--- src/rtl/mem_bist_pkg.sv ---
// Shared types and the data-pattern generator for the memory BIST engine.
package mem_bist_pkg;

  localparam int MAX_AW = 32;
  localparam int MAX_DW = 64;

  typedef enum logic [1:0] {
    MODE_CLEAR   = 2'd0,
    MODE_ADDR    = 2'd1,
    MODE_CHECKER = 2'd2,
    MODE_ALL     = 2'd3
  } mode_e;

  typedef enum logic [1:0] {
    S_IDLE  = 2'd0,
    S_WRITE = 2'd1,
    S_READ  = 2'd2,
    S_DONE  = 2'd3
  } state_e;

  // Result is MAX_DW wide; callers size-cast to their own DATA_WIDTH, which
  // truncates the address pattern and keeps the low checkerboard bits.
  function automatic logic [MAX_DW-1:0] pattern(input logic [MAX_AW-1:0] addr,
                                                input mode_e sel);
    logic [MAX_DW-1:0] p;
    p = '0;
    case (sel)
      MODE_ADDR: p = {{(MAX_DW-MAX_AW){1'b0}}, addr};
      MODE_CHECKER: begin
        for (int i = 0; i < MAX_DW; i++) p[i] = ~(i[0] ^ addr[0]);
      end
      default: p = '0;
    endcase
    return p;
  endfunction

endpackage

--- src/rtl/mem_bist_checker.sv ---
// Pipelined read-data compare, saturating error counter and optional
// first-failure capture (built only when MEM_BIST_FAIL_CAPTURE_EN is defined).
module mem_bist_checker
  import mem_bist_pkg::*;
#(
  parameter int ADDR_WIDTH = 5,
  parameter int DATA_WIDTH = 8
) (
  input  logic                  clk_i,
  input  logic                  reset_i,
  input  logic                  clear_i,
  input  logic                  cmp_en_i,
  input  logic [ADDR_WIDTH-1:0] addr_i,
  input  logic [DATA_WIDTH-1:0] exp_i,
  input  logic [DATA_WIDTH-1:0] act_i,
  output logic                  mismatch_o,
  output logic [ADDR_WIDTH+1:0] err_count_o,
  output logic [ADDR_WIDTH-1:0] fail_addr_o,
  output logic [DATA_WIDTH-1:0] fail_exp_o,
  output logic [DATA_WIDTH-1:0] fail_act_o
);

  logic                  vld_q;
  logic [DATA_WIDTH-1:0] exp_q;
  logic [ADDR_WIDTH+1:0] err_q;

  // Memory returns data one cycle after the read strobe, so expected data
  // is delayed to line up with it.
  assign mismatch_o  = vld_q && (act_i != exp_q);
  assign err_count_o = err_q;

  always_ff @(posedge clk_i) begin
    if (reset_i || clear_i) begin
      vld_q <= 1'b0;
      exp_q <= '0;
      err_q <= '0;
    end else begin
      vld_q <= cmp_en_i;
      exp_q <= exp_i;
      if (mismatch_o && (err_q != '1)) err_q <= err_q + 1'b1;
    end
  end

`ifdef MEM_BIST_FAIL_CAPTURE_EN
  logic [ADDR_WIDTH-1:0] addr_q;
  logic [ADDR_WIDTH-1:0] fail_addr_q;
  logic [DATA_WIDTH-1:0] fail_exp_q;
  logic [DATA_WIDTH-1:0] fail_act_q;

  always_ff @(posedge clk_i) begin
    if (reset_i || clear_i) begin
      addr_q      <= '0;
      fail_addr_q <= '0;
      fail_exp_q  <= '0;
      fail_act_q  <= '0;
    end else begin
      addr_q <= addr_i;
      // err_q saturates rather than wrapping, so zero means no failure yet.
      if (mismatch_o && (err_q == '0)) begin
        fail_addr_q <= addr_q;
        fail_exp_q  <= exp_q;
        fail_act_q  <= act_i;
      end
    end
  end

  assign fail_addr_o = fail_addr_q;
  assign fail_exp_o  = fail_exp_q;
  assign fail_act_o  = fail_act_q;
`else
  assign fail_addr_o = '0;
  assign fail_exp_o  = '0;
  assign fail_act_o  = '0;
`endif

endmodule

--- src/rtl/mem_bist_ctrl.sv ---
// Memory BIST sequencer: write pattern, read back, compare, report.
// Optional first-failure capture via MEM_BIST_FAIL_CAPTURE_EN.
module mem_bist_ctrl
  import mem_bist_pkg::*;
#(
  parameter int ADDR_WIDTH = 5,
  parameter int DATA_WIDTH = 8
) (
  input  logic                  clk_i,
  input  logic                  reset_i,
  input  logic                  start_i,
  input  logic [1:0]            mode_i,
  output logic                  busy_o,
  output logic                  done_o,
  output logic                  pass_o,
  output logic [ADDR_WIDTH+1:0] err_count_o,
  output logic                  read_o,
  output logic                  write_o,
  output logic [ADDR_WIDTH-1:0] addr_o,
  output logic [DATA_WIDTH-1:0] data_in_o,
  input  logic [DATA_WIDTH-1:0] data_out_i,
  output logic [ADDR_WIDTH-1:0] fail_addr_o,
  output logic [DATA_WIDTH-1:0] fail_exp_o,
  output logic [DATA_WIDTH-1:0] fail_act_o
);

  state_e                state_q, state_d;
  mode_e                 pat_q, pat_d;
  logic                  all_q, all_d;
  logic [ADDR_WIDTH-1:0] addr_q, addr_d;
  logic                  done_q, pass_q;
  logic                  start_ok, last_addr, mismatch;
  logic [DATA_WIDTH-1:0] exp_w;

  // A start coinciding with the done pulse is dropped.
  assign start_ok  = (state_q == S_IDLE) && start_i && !done_q;
  assign last_addr = (addr_q == '1);
  assign exp_w     = DATA_WIDTH'(pattern(MAX_AW'(addr_q), pat_q));

  always_comb begin
    state_d = state_q;
    pat_d   = pat_q;
    all_d   = all_q;
    addr_d  = addr_q;
    case (state_q)
      S_IDLE: begin
        if (start_ok) begin
          state_d = S_WRITE;
          all_d   = (mode_i == MODE_ALL);
          pat_d   = (mode_i == MODE_ALL) ? MODE_CLEAR : mode_e'(mode_i);
          addr_d  = '0;
        end
      end
      S_WRITE: begin
        addr_d = addr_q + 1'b1;
        if (last_addr) state_d = S_READ;
      end
      S_READ: begin
        addr_d = addr_q + 1'b1;
        if (last_addr) begin
          if (all_q && (pat_q != MODE_CHECKER)) begin
            state_d = S_WRITE;
            pat_d   = (pat_q == MODE_CLEAR) ? MODE_ADDR : MODE_CHECKER;
          end else begin
            state_d = S_DONE;
          end
        end
      end
      S_DONE:  state_d = S_IDLE;
      default: state_d = S_IDLE;
    endcase
  end

  always_ff @(posedge clk_i) begin
    if (reset_i) begin
      state_q <= S_IDLE;
      pat_q   <= MODE_CLEAR;
      all_q   <= 1'b0;
      addr_q  <= '0;
      done_q  <= 1'b0;
      pass_q  <= 1'b0;
    end else begin
      state_q <= state_d;
      pat_q   <= pat_d;
      all_q   <= all_d;
      addr_q  <= addr_d;
      done_q  <= (state_q == S_DONE);
      // The last compare lands in the DONE cycle, so fold it in here.
      if (start_ok)                pass_q <= 1'b0;
      else if (state_q == S_DONE)  pass_q <= (err_count_o == '0) && !mismatch;
    end
  end

  assign busy_o    = (state_q != S_IDLE);
  assign done_o    = done_q;
  assign pass_o    = pass_q;
  assign write_o   = (state_q == S_WRITE);
  assign read_o    = (state_q == S_READ);
  assign addr_o    = addr_q;
  assign data_in_o = write_o ? exp_w : '0;

  mem_bist_checker #(
    .ADDR_WIDTH(ADDR_WIDTH),
    .DATA_WIDTH(DATA_WIDTH)
  ) u_checker (
    .clk_i      (clk_i),
    .reset_i    (reset_i),
    .clear_i    (start_ok),
    .cmp_en_i   (read_o),
    .addr_i     (addr_q),
    .exp_i      (exp_w),
    .act_i      (data_out_i),
    .mismatch_o (mismatch),
    .err_count_o(err_count_o),
    .fail_addr_o(fail_addr_o),
    .fail_exp_o (fail_exp_o),
    .fail_act_o (fail_act_o)
  );

endmodule

--- config.mk ---
export PLATFORM = sky130hd
export DESIGN_NAME = mem_bist_ctrl
export DESIGN_NICKNAME = d
export VERILOG_FILES = /design/src/rtl/mem_bist_pkg.sv /design/src/rtl/mem_bist_checker.sv /design/src/rtl/mem_bist_ctrl.sv
export SDC_FILE = /design/constraint.sdc
export NUM_CORES = 1
export LEC_CHECK = 0
export ABC_CLOCK_PERIOD_IN_PS = 2250
export CORE_MARGIN = 2
export CORE_UTILIZATION = 35
export CTS_BUF_LIST = sky130_fd_sc_hd__clkbuf_4
export CTS_CLUSTER_DIAMETER = 120
export DETAILED_ROUTE_END_ITERATION = 8
export PLACE_DENSITY = 0.68
export SKIP_LAST_GASP = 1
export SYNTH_ARGS = -nofsm -noshare
export SYNTH_HDL_FRONTEND = slang
export SYNTH_SLANG_ARGS = --single-unit
--- constraint.sdc ---
create_clock -name clk_i -period 2.25 [get_ports clk_i]
set_clock_uncertainty 0.1 [all_clocks]
set_input_delay 0.675 -clock clk_i [delete_from_list [all_inputs] [get_ports clk_i]]
set_output_delay 0.675 -clock clk_i [all_outputs]
set_load 0.01 [all_outputs]
==> impl_metrics.csv, run 1 <==
group,metric,value,unit
clock_tree,cts_hold_buf,0,
floorplan,core,4380,µm²
power,leakage,0.952,nW
critical_path,rrSetupSlack,0.29,ns
grt,grt_max_degree,17,
clock_tree,clk_pin_slew,0.16,ns
timing,slew_headroom,0.542,
layout,multi_input_area,1010,µm²
synthesis,synth_edf_count,0,
clock_tree,cts_max_level,1,
timing,worstMarginPinSlew,0.679,ns
critical_path,critPathMaxFanout,4,
grt,grt_pass1_wl,6130,µm
timing,slew_viol_final,0,
synthesis,synth_warnings,0,
critical_path,path_delay_family,"flip-flops",
clock_tree,cts.sinks,27,
synthesis,ys.flop_type,"dfxtp_1",
route,wl_per_cell,11.9,µm
timing,finalCritPeriodShare,1.00,
floorplan,die_x,71.7,µm
synthesis,postSynthCellCount,200,
critical_path,crit_chain,"inv_4 > ha_4 > nor2b_4 > buf_6 > a21oi_2 > nor2_1 > buf_2",
critical_path,cp_num_cells,7,
power,ir_worst_vdd,0.686,mV
critical_path,r2r-start,"addr_o[0]",
route,routed_wl,3780,µm
synthesis,ys_types,37,
layout,syn_to_final_growth,42.0,%
grt,grt_pass1_vias,1427,
timing,rsz0062_at_grt,"true",
placed_design,place_ws,-0.338,ns
clock_tree,insertion_delay,0.34,ns
critical_path,critPathKind,"flip-flop to output port",
layout,layout.nets,292,
clock_tree,cts_tree,"yes",
placed_design,port_buffers,37,
placed_design,gp_congestion,0.811,
route,drc,0,
timing,layout_min_cycle_time,2.25,ns
floorplan,dieArea,5140,µm²
synthesis,yosys_register_bits,27,
critical_path,start_kind,"flip-flop",
critical_path,worstSetupEndpointType,"output port",
route,ant_nets,0,
floorplan,die_y,71.7,µm
critical_path,crit_end,"data_in_o[4]",
synthesis,avgSynthCellArea,8.03,µm²
layout,final_util,0.520,
run_status,failed_checks,"negative setup slack",
route,first_pass_iters,4,
timing,max_freq,444,MHz
clock_tree,clock-root-buffer,"clkbuf_4",
placed_design,placed_cells,300,
critical_path,critPathLaunch,"pat_q[0]",
timing,finalWorstSetupSlack,-0.00181,ns
timing,tns,-0.00181,ns
floorplan,io-pin-count,59,
layout,fillerInstances,412,
floorplan,fp-row-count,24,
route,drt_iter0_markers,51,
critical_path,r2r-end,"pat_q[1]",
layout,drive_above_1_share,0.259,
critical_path,worstRegToRegCells,9,
power,power.density,768,nW/µm²
route,vias,1518,
run_status,status,"finished with violations",
layout,seq_area,552,µm²
critical_path,cpMaxStageDelayCell,"dfxtp_2",
synthesis,ys_async_sr_fraction,0,
route,viasPerCell,4.77,
critical_path,arrival,1.48,ns
critical_path,worstPathBufferInverterCount,3,
placed_design,dp_hpwl,2680,µm
clock_tree,cts_made_buffers,3,
synthesis,syn_area,1610,µm²
grt,antenna_found_initial,0,
critical_path,worstPathRequired,1.47,ns
synthesis,seq_area_frac_synth,0.337,
grt,grt_usage,0.147,
layout,antennaDiodeCount,0,
grt,grt_overflow,0,
layout,fin_cells,318,
worst_hold_path,hp-class,"flip-flop to flip-flop",
timing,hold_viol_final,0,
floorplan,start_util,0.366,
critical_path,cpPeakStageDelay,0.37,ns
clock_tree,clock_path_buffers,2,
flow_run,cap_violations,0,
timing,setup_viol,1,
==> worst min-delay path, cell delays in order (launching register included) <==
cell,delay (ns)
dfxtp_1,0.34
nand2b_1,0.06
a21oi_1,0.05
==> state kept, by name, indices dropped and copies added, names as in the netlist <==
register / cells
addr_o: 5
all_q: 1
u_checker.vld_q: 1
pat_q: 2
done_o: 1
state_q: 2
u_checker.err_count_o: 7
pass_o: 1
u_checker.exp_q: 7
==> per-stage QoR <==
stage / area [µm²] / power [mW] / hold slack (ns)
finish: 2280 / 1.75 / 0.379
detailed placement: 2060 / 1.30 / 0.364
CTS: 2240 / 1.68 / 0.385
floorplan: 1680 / 1.02 / 0.332
global route: 2280 / 1.87 / 0.415
global placement: 2060 / 1.29 / 0.344
==> power breakdown <==
part	internal (mW)	switching, mW
combinational	0.473	0.476
clock	0.0682	0.156
sequential	0.539	0.0400
total	1.08	0.672
==> how the worst min path moves through the flow <==
stage / startpoint / to / cells after the start
2_1_floorplan: all_q / all_q / 2
3_3_place_gp: all_q / all_q / 2
3_5_place_dp: all_q / all_q / 2
4_1_cts: all_q / all_q / 2
5_1_grt: all_q / all_q / 2
6_report: pass_o / pass_o / 2
==> final cells by class <==
type | count | share of cell area
clock inverter | 1 | 0.00329
multi-input combinational | 157 | 0.445
clock buffer | 3 | 0.00988
inverter | 9 | 0.0159
sequential | 27 | 0.242
timing repair buffer | 69 | 0.256
tap | 52 | 0.0285
==> layer usage <==
| metal | vias up | global-route usage | share of wire |
|---|---|---|---|
| met4 | 0 | 0.0356 | 0.0090 |
| met2 | 42 | 0.258 | 0.51 |
| li1 | 773 | - | - |
| met3 | 5 | 0.0394 | 0.050 |
| met5 | - | 0 | 0 |
| met1 | 698 | 0.178 | 0.43 |
==> placed cells by master (no fill, tap or decap), drive strengths merged <==
master	count
a21o	2
o31ai	1
or2	1
inv	9
xor2	6
clkdlybuf4s50	26
a22oi	2
o21a	2
clkbuf	5
and3	4
nor4	2
and3b	1
mux2i	1
ha	12
a32oi	2
a211oi	3
nand4	2
nand3	10
a21oi	16
conb	21
or4	2
or3	4
nand2	14
dfxtp	27
o21ai	10
nand2b	3
clkinvlp	1
nor2	25
dlygate4sd2	3
nand3b	1
nor2b	4
o211ai	1
o32ai	1
nand4b	1
and2	3
buf	38
==> cells in the mapped netlist, types with 3 or more instances <==
master	number	area (µm²)
nor2_1	25	93.8
and3_1	4	25.0
nand2b_1	3	18.8
clkbuf_1	4	15.0
nand3_1	10	50.1
nand2_1	14	52.6
inv_1	8	30.0
a211oi_1	3	22.5
ha_1	12	150
or3_2	3	22.5
o21ai_0	9	45.0
a21oi_1	16	80.1
xor2_1	6	52.6
buf_4	22	165
dfxtp_1	27	541
nor2b_1	4	25.0
and2_1	3	18.8
==> cells by family (layout without fill, tap and decap cells) <==
logic type,Yosys count,after routing,share of synthesized area
compound gates,40,40,0.149
buf+inv,36,82,0.140
flops,27,27,0.337
simple gates,77,77,0.239
xor+xnor,6,6,0.0327
mux,1,1,0.00624
other cells,1,21,0.00234
fa+ha+maj,12,12,0.0935
==> repair_timing <==
item,4_1_cts,5_1_grt
gates resized for setup,56,8
endpoints found under the hold margin,0,0
setup endpoints to repair,12,13
setup buffers,11,3
pin swaps,6,1
Power figures use the tool's default switching activity.
==> run 2: changes to the inputs <==
- CORE_UTILIZATION: 35 -> 46
- PLACE_DENSITY: 0.68 -> 0.85
==> impl_metrics.csv, run 2 (same netlist as run 1, synthesis figures left out) <==
group,metric,value,unit
critical_path,arrival,1.48,ns
route,top_layer_used,"met4",
clock_tree,cts.sinks,27,
timing,finalWorstSetupSlack,-0.00191,ns
layout,final_common_cell,"clkdlybuf4s50_1",
run_status,status,"finished with violations",
power,ir_worst_vdd,0.704,mV
worst_hold_path,hp-class,"flip-flop to flip-flop",
critical_path,critPathKind,"flip-flop to output port",
timing,max_freq,444,MHz
layout,seq_area,553,µm²
power,power.share.clock,0.131,
grt,grt_pass1_wl,6350,µm
route,drc,0,
run_status,failed_checks,"negative setup slack",
power,net-switching-power,0.682,mW
grt,antenna_found_initial,0,
route,wl_met3,188,µm
power,switching_share,0.398,
layout,multi_input_area,1010,µm²
route,met2_length,2080,µm
grt,grt_overflow,0,
layout,drive_above_1_share,0.230,
grt,grt_usage,0.199,
route,drt_iter0_markers,125,
layout,syn_to_final_growth,36.7,%
layout,fillerInstances,268,
floorplan,io-pin-count,59,
floorplan,start_util,0.481,
flow_run,cap_violations,0,
route,vias,1532,
clock_tree,cts_tree,"yes",
route,wl_per_cell,13.0,µm
placed_design,gp_congestion,0.887,
clock_tree,clk_pin_slew,0.15,ns
power,power_frac_comb,0.523,
power,power.density,781,nW/µm²
clock_tree,cts_made_buffers,3,
timing,rsz0062_at_grt,"true",
critical_path,start_kind,"flip-flop",
placed_design,place_ws,-0.253,ns
clock_tree,cts_max_level,1,
route,wl_met1,1610,µm
timing,hold_viol_final,0,
timing,tns,-0.00191,ns
floorplan,dieArea,3980,µm²
layout,antennaDiodeCount,0,
timing,layout_min_cycle_time,2.25,ns
power,leakage,0.916,nW
timing,whs,0.383,ns
route,viasPerCell,5.06,
timing,worstMarginPinSlew,0.520,ns
timing,slew_headroom,0.650,
floorplan,die_x,63.1,µm
power,power.internal,1.03,mW
clock_tree,insertion_delay,0.34,ns
clock_tree,clock_path_buffers,2,
route,ant_nets,0,
critical_path,worstPathRequired,1.47,ns
route,first_pass_iters,4,
critical_path,worstSetupEndpointType,"output port",
timing,slew_viol_final,0,
layout,final_cell_mix,"clkdlybuf4s50_1 (26), nor2_1 (25), conb_1 (21), dfxtp_1 (21), buf_4 (21)",
power,p_seq_frac,0.346,
clock_tree,cts_hold_buf,0,
clock_tree,clock-root-buffer,"clkbuf_4",
floorplan,fp-row-count,21,
power,p_total,1.71,mW
layout,layout.nets,283,
critical_path,critPathMaxFanout,5,
placed_design,port_buffers,37,
layout,final_util,0.658,
timing,finalCritPeriodShare,1.00,
floorplan,die_y,63.1,µm
timing,setup_viol,1,
grt,grt_pass1_vias,1424,
floorplan,core,3340,µm²
grt,grt_max_degree,16,
placed_design,dp_hpwl,2750,µm
route,routed_wl,3950,µm
run 2: cell count changes in the layout (fill, tap and decap cells not counted), sizes merged:
| cell | before | now |
|---|---|---|
| clkinv | 0 | 1 |
| clkdlybuf4s15 | 0 | 1 |
| clkbuf | 5 | 4 |
| buf | 38 | 30 |
| dlygate4sd2 | 3 | 2 |
| clkinvlp | 1 | 0 |
run 2: metrics by stage:
step	cells	area, µm²
3_5_place_dp	291	2030
6_report	303	2190
3_3_place_gp	291	2030
5_1_grt	303	2190
2_1_floorplan	220	1680
4_1_cts	301	2150
run 2: power groups by stage:
stage | clock network [mW] | registers [mW] | logic, mW
after floorplan | 0 | 0.577 | 0.439
after global placement | 0 | 0.575 | 0.693
after detailed placement | 0 | 0.576 | 0.712
after CTS | 0.225 | 0.586 | 0.782
after global routing | 0.254 | 0.602 | 0.974
final | 0.224 | 0.593 | 0.897
run 2: repair_timing:
action / 4_1_cts / 5_1_grt
pin swaps: 2 / 3
setup endpoints to repair: 12 / 12
resized for setup: 46 / 20
setup buffers: 6 / 2
cloned: 0 / 0
run 2: worst max-delay path, cell delays in order, from the launching register on:
cell and delay (ns):
dfxtp_2 0.36, buf_4 0.14, ha_4 0.18, a21oi_1 0.22
nor2b_1 0.08, buf_2 0.14
run 2: routing by layer:
| metal | global-route usage | vias to the layer above |
|---|---|---|
| li1 | - | 752 |
| met1 | 0.228 | 719 |
| met5 | 0 | - |
| met4 | 0.0806 | 0 |
| met3 | 0.0250 | 6 |
| met2 | 0.371 | 55 |
run 2: worst paths after layout:
path / slack, ns / from / endpoint / cells past startpoint
setup / recovery: -0.002 / pat_q[0] / data_in_o[0] / 5
hold / removal: 0.38 / all_q / all_q / 2
setup reg to reg: 0.15 / addr_o[0] / pat_q[1] / 9
hold reg to reg: 0.38 / all_q / all_q / 2
run 2: layout make-up:
type | count | area share
Timing Repair Buffer | 60 | 0.231
Clock inverter | 1 | 0.00228
Inverter | 9 | 0.0165
Tap cell | 46 | 0.0262
Multi-Input combinational cell | 157 | 0.461
Sequential cell | 27 | 0.252
Clock buffer | 3 | 0.0103
==> run 3: changes to the inputs <==
- SYNTH_HIERARCHICAL: unset -> 1
==> impl_metrics.csv, run 3 <==
group,metric,value,unit
grt,grt_usage,0.213,
critical_path,worstPathRequired,1.47,ns
worst_hold_path,hp-class,"flip-flop to flip-flop",
layout,multi_input_area,1050,µm²
clock_tree,insertion_delay,0.33,ns
worst_hold_path,hold_depth,2,
synthesis,ys_async_sr_fraction,0,
synthesis,synth.top_cell.area_share,0.335,
timing,setup_viol,5,
timing,hold_viol_final,0,
floorplan,die_x,64.3,µm
synthesis,yosys_register_bits,28,
floorplan,core,3420,µm²
synthesis,ys.flop_type,"dfxtp_1",
route,routed_wl,4220,µm
synthesis,syn_area,1670,µm²
synthesis,postSynthCellCount,193,
layout,final_cell_mix,"buf_4 (31), clkdlybuf4s50_1 (26), dfxtp_1 (22), conb_1 (21)",
layout,fillerInstances,264,
synthesis,synth_warnings,6,
floorplan,dieArea,4130,µm²
placed_design,dp_hpwl,2830,µm
layout,final_util,0.691,
synthesis,yosys-top-cells-count,"dfxtp_1 (28), buf_4 (22), a21oi_1 (15)",
synthesis,synth.area.top_cells,"dfxtp_1 (34%), buf_4 (9.9%), ha_1 (8.2%)",
route,drt_iter0_markers,89,
grt,antenna_found_initial,0,
flow_run,cap_violations,0,
synthesis,ys_types,46,
clock_tree,cts_max_level,1,
placed_design,dpl_cell_area,2160,µm²
floorplan,fp-row-count,21,
critical_path,critPathKind,"flip-flop to output port",
timing,finalCritPeriodShare,1.04,
route,first_pass_iters,4,
power,leakage,0.974,nW
timing,max_freq,429,MHz
floorplan,die_y,64.3,µm
critical_path,rrSetupSlack,0.30,ns
layout,antennaDiodeCount,0,
floorplan,io-pin-count,59,
floorplan,start_util,0.489,
layout,seq_area,571,µm²
layout,syn_to_final_growth,41.2,%
power,ir_worst_vdd,0.672,mV
timing,slew_viol_final,0,
timing,finalWorstSetupSlack,-0.0816,ns
route,vias,1567,
clock_tree,clk_pin_slew,0.14,ns
critical_path,arrival,1.56,ns
route,drc,0,
layout,fin_area,2360,µm²
synthesis,avgSynthCellArea,8.66,µm²
clock_tree,cts_hold_buf,0,
synthesis,yosysTopAreaCell,"dfxtp_1",
placed_design,gp_congestion,0.837,
synthesis,synthMostInstantiatedCell,"dfxtp_1",
placed_design,placed_cells,294,
critical_path,start_kind,"flip-flop",
layout,layout.nets,286,
grt,grt_overflow,0,
grt,grt_pass1_vias,1531,
clock_tree,cts_made_buffers,3,
timing,tns,-0.289,ns
synthesis,synth_edf_count,0,
route,wl_per_cell,13.7,µm
power,p_total,2.14,mW
route,ant_nets,0,
layout,drive_above_1_share,0.287,
grt,grt_pass1_wl,7020,µm
layout,top_register,"u_checker/exp_q",
critical_path,critPathMaxFanout,3,
synthesis,seq_area_frac_synth,0.335,
placed_design,port_buffers,37,
power,power.density,907,nW/µm²
clock_tree,cts_tree,"yes",
clock_tree,clock-root-buffer,"clkbuf_4",
run_status,failed_checks,"negative setup slack",
critical_path,worstSetupEndpointType,"output port",
layout,final_common_cell,"buf_4",
timing,rsz0062_at_grt,"true",
timing,layout_min_cycle_time,2.33,ns
clock_tree,clock_path_buffers,2,
critical_path,worstRegToRegCells,8,
route,viasPerCell,5.10,
layout,largest_register_ffs,8,
run_status,status,"finished with violations",
clock_tree,cts.sinks,28,
layout,fin_cells,307,
grt,grt_max_degree,16,
run 3: cell types whose count changed after synthesis, sizes merged, moves of 3 or more:
cell,before,now
nor2,25,13
xnor2,0,8
nand2,14,5
o21ai,10,6
xor2,6,0
o31ai,1,4
clkbuf,4,1
and2,3,12
nand3,10,7
nor2b,4,9
run 3: report_power, final:
group	total [mW]	switching [mW]	internal, mW
clock network	0.212	0.147	0.0652
logic	1.29	0.630	0.660
registers	0.639	0.0685	0.571
run 3: logic make-up after synthesis:
group           synth area share
simple gates               0.243
compound gates             0.156
buf+inv                    0.138
flops                      0.335
fa+ha+maj                 0.0823
xor+xnor                  0.0419
other cells              0.00224
run 3: path summary, 6_finish.rpt:
| check | start | to |
|---|---|---|
| max | pat_q[1] | data_in_o[1] |
| max reg2reg | state_q[1] | u_checker/err_count_o[6] |
| min | all_q | all_q |
| min reg2reg | all_q | all_q |
run 3: worst max-delay path: stages, from the launching register on:
cell and delay, ns:
dfxtp_2 0.37, buf_12 0.12, ha_4 0.15, buf_6 0.11
and2_4 0.17, a21oi_4 0.13, nor2_1 0.05, buf_2 0.13
run 3: stage by stage:
step / hold WS, ns / setup WS, ns
global placement: 0.384 / -0.131
global route: 0.447 / -0.154
CTS: 0.406 / -0.0679
floorplan: 0.363 / 0.374
finish: 0.411 / -0.0816
detailed placement: 0.388 / -0.187
run 3: repair_timing:
action / 4_1_cts / 5_1_grt
setup buffers: 6 / 3
pin swaps: 4 / 3
setup endpoints to repair: 11 / 10
resized for setup: 63 / 9
run 3: cell type report:
cell class	instances	share of cell area
tap	46	0.0244
clock inverter	1	0.00159
multi-input combinational	150	0.446
clock buffer	3	0.00954
sequential	28	0.242
inverter	8	0.0127
timing repair buffer	71	0.264
run 3: routing by layer:
metal / up-vias / wire (µm) / global-route usage
li1: 771 / - / -
met1: 728 / 1750 / 0.252
met3: 10 / 240 / 0.0299
met4: 0 / 91 / 0.0798
met2: 58 / 2130 / 0.387
met5: - / 0 / 0
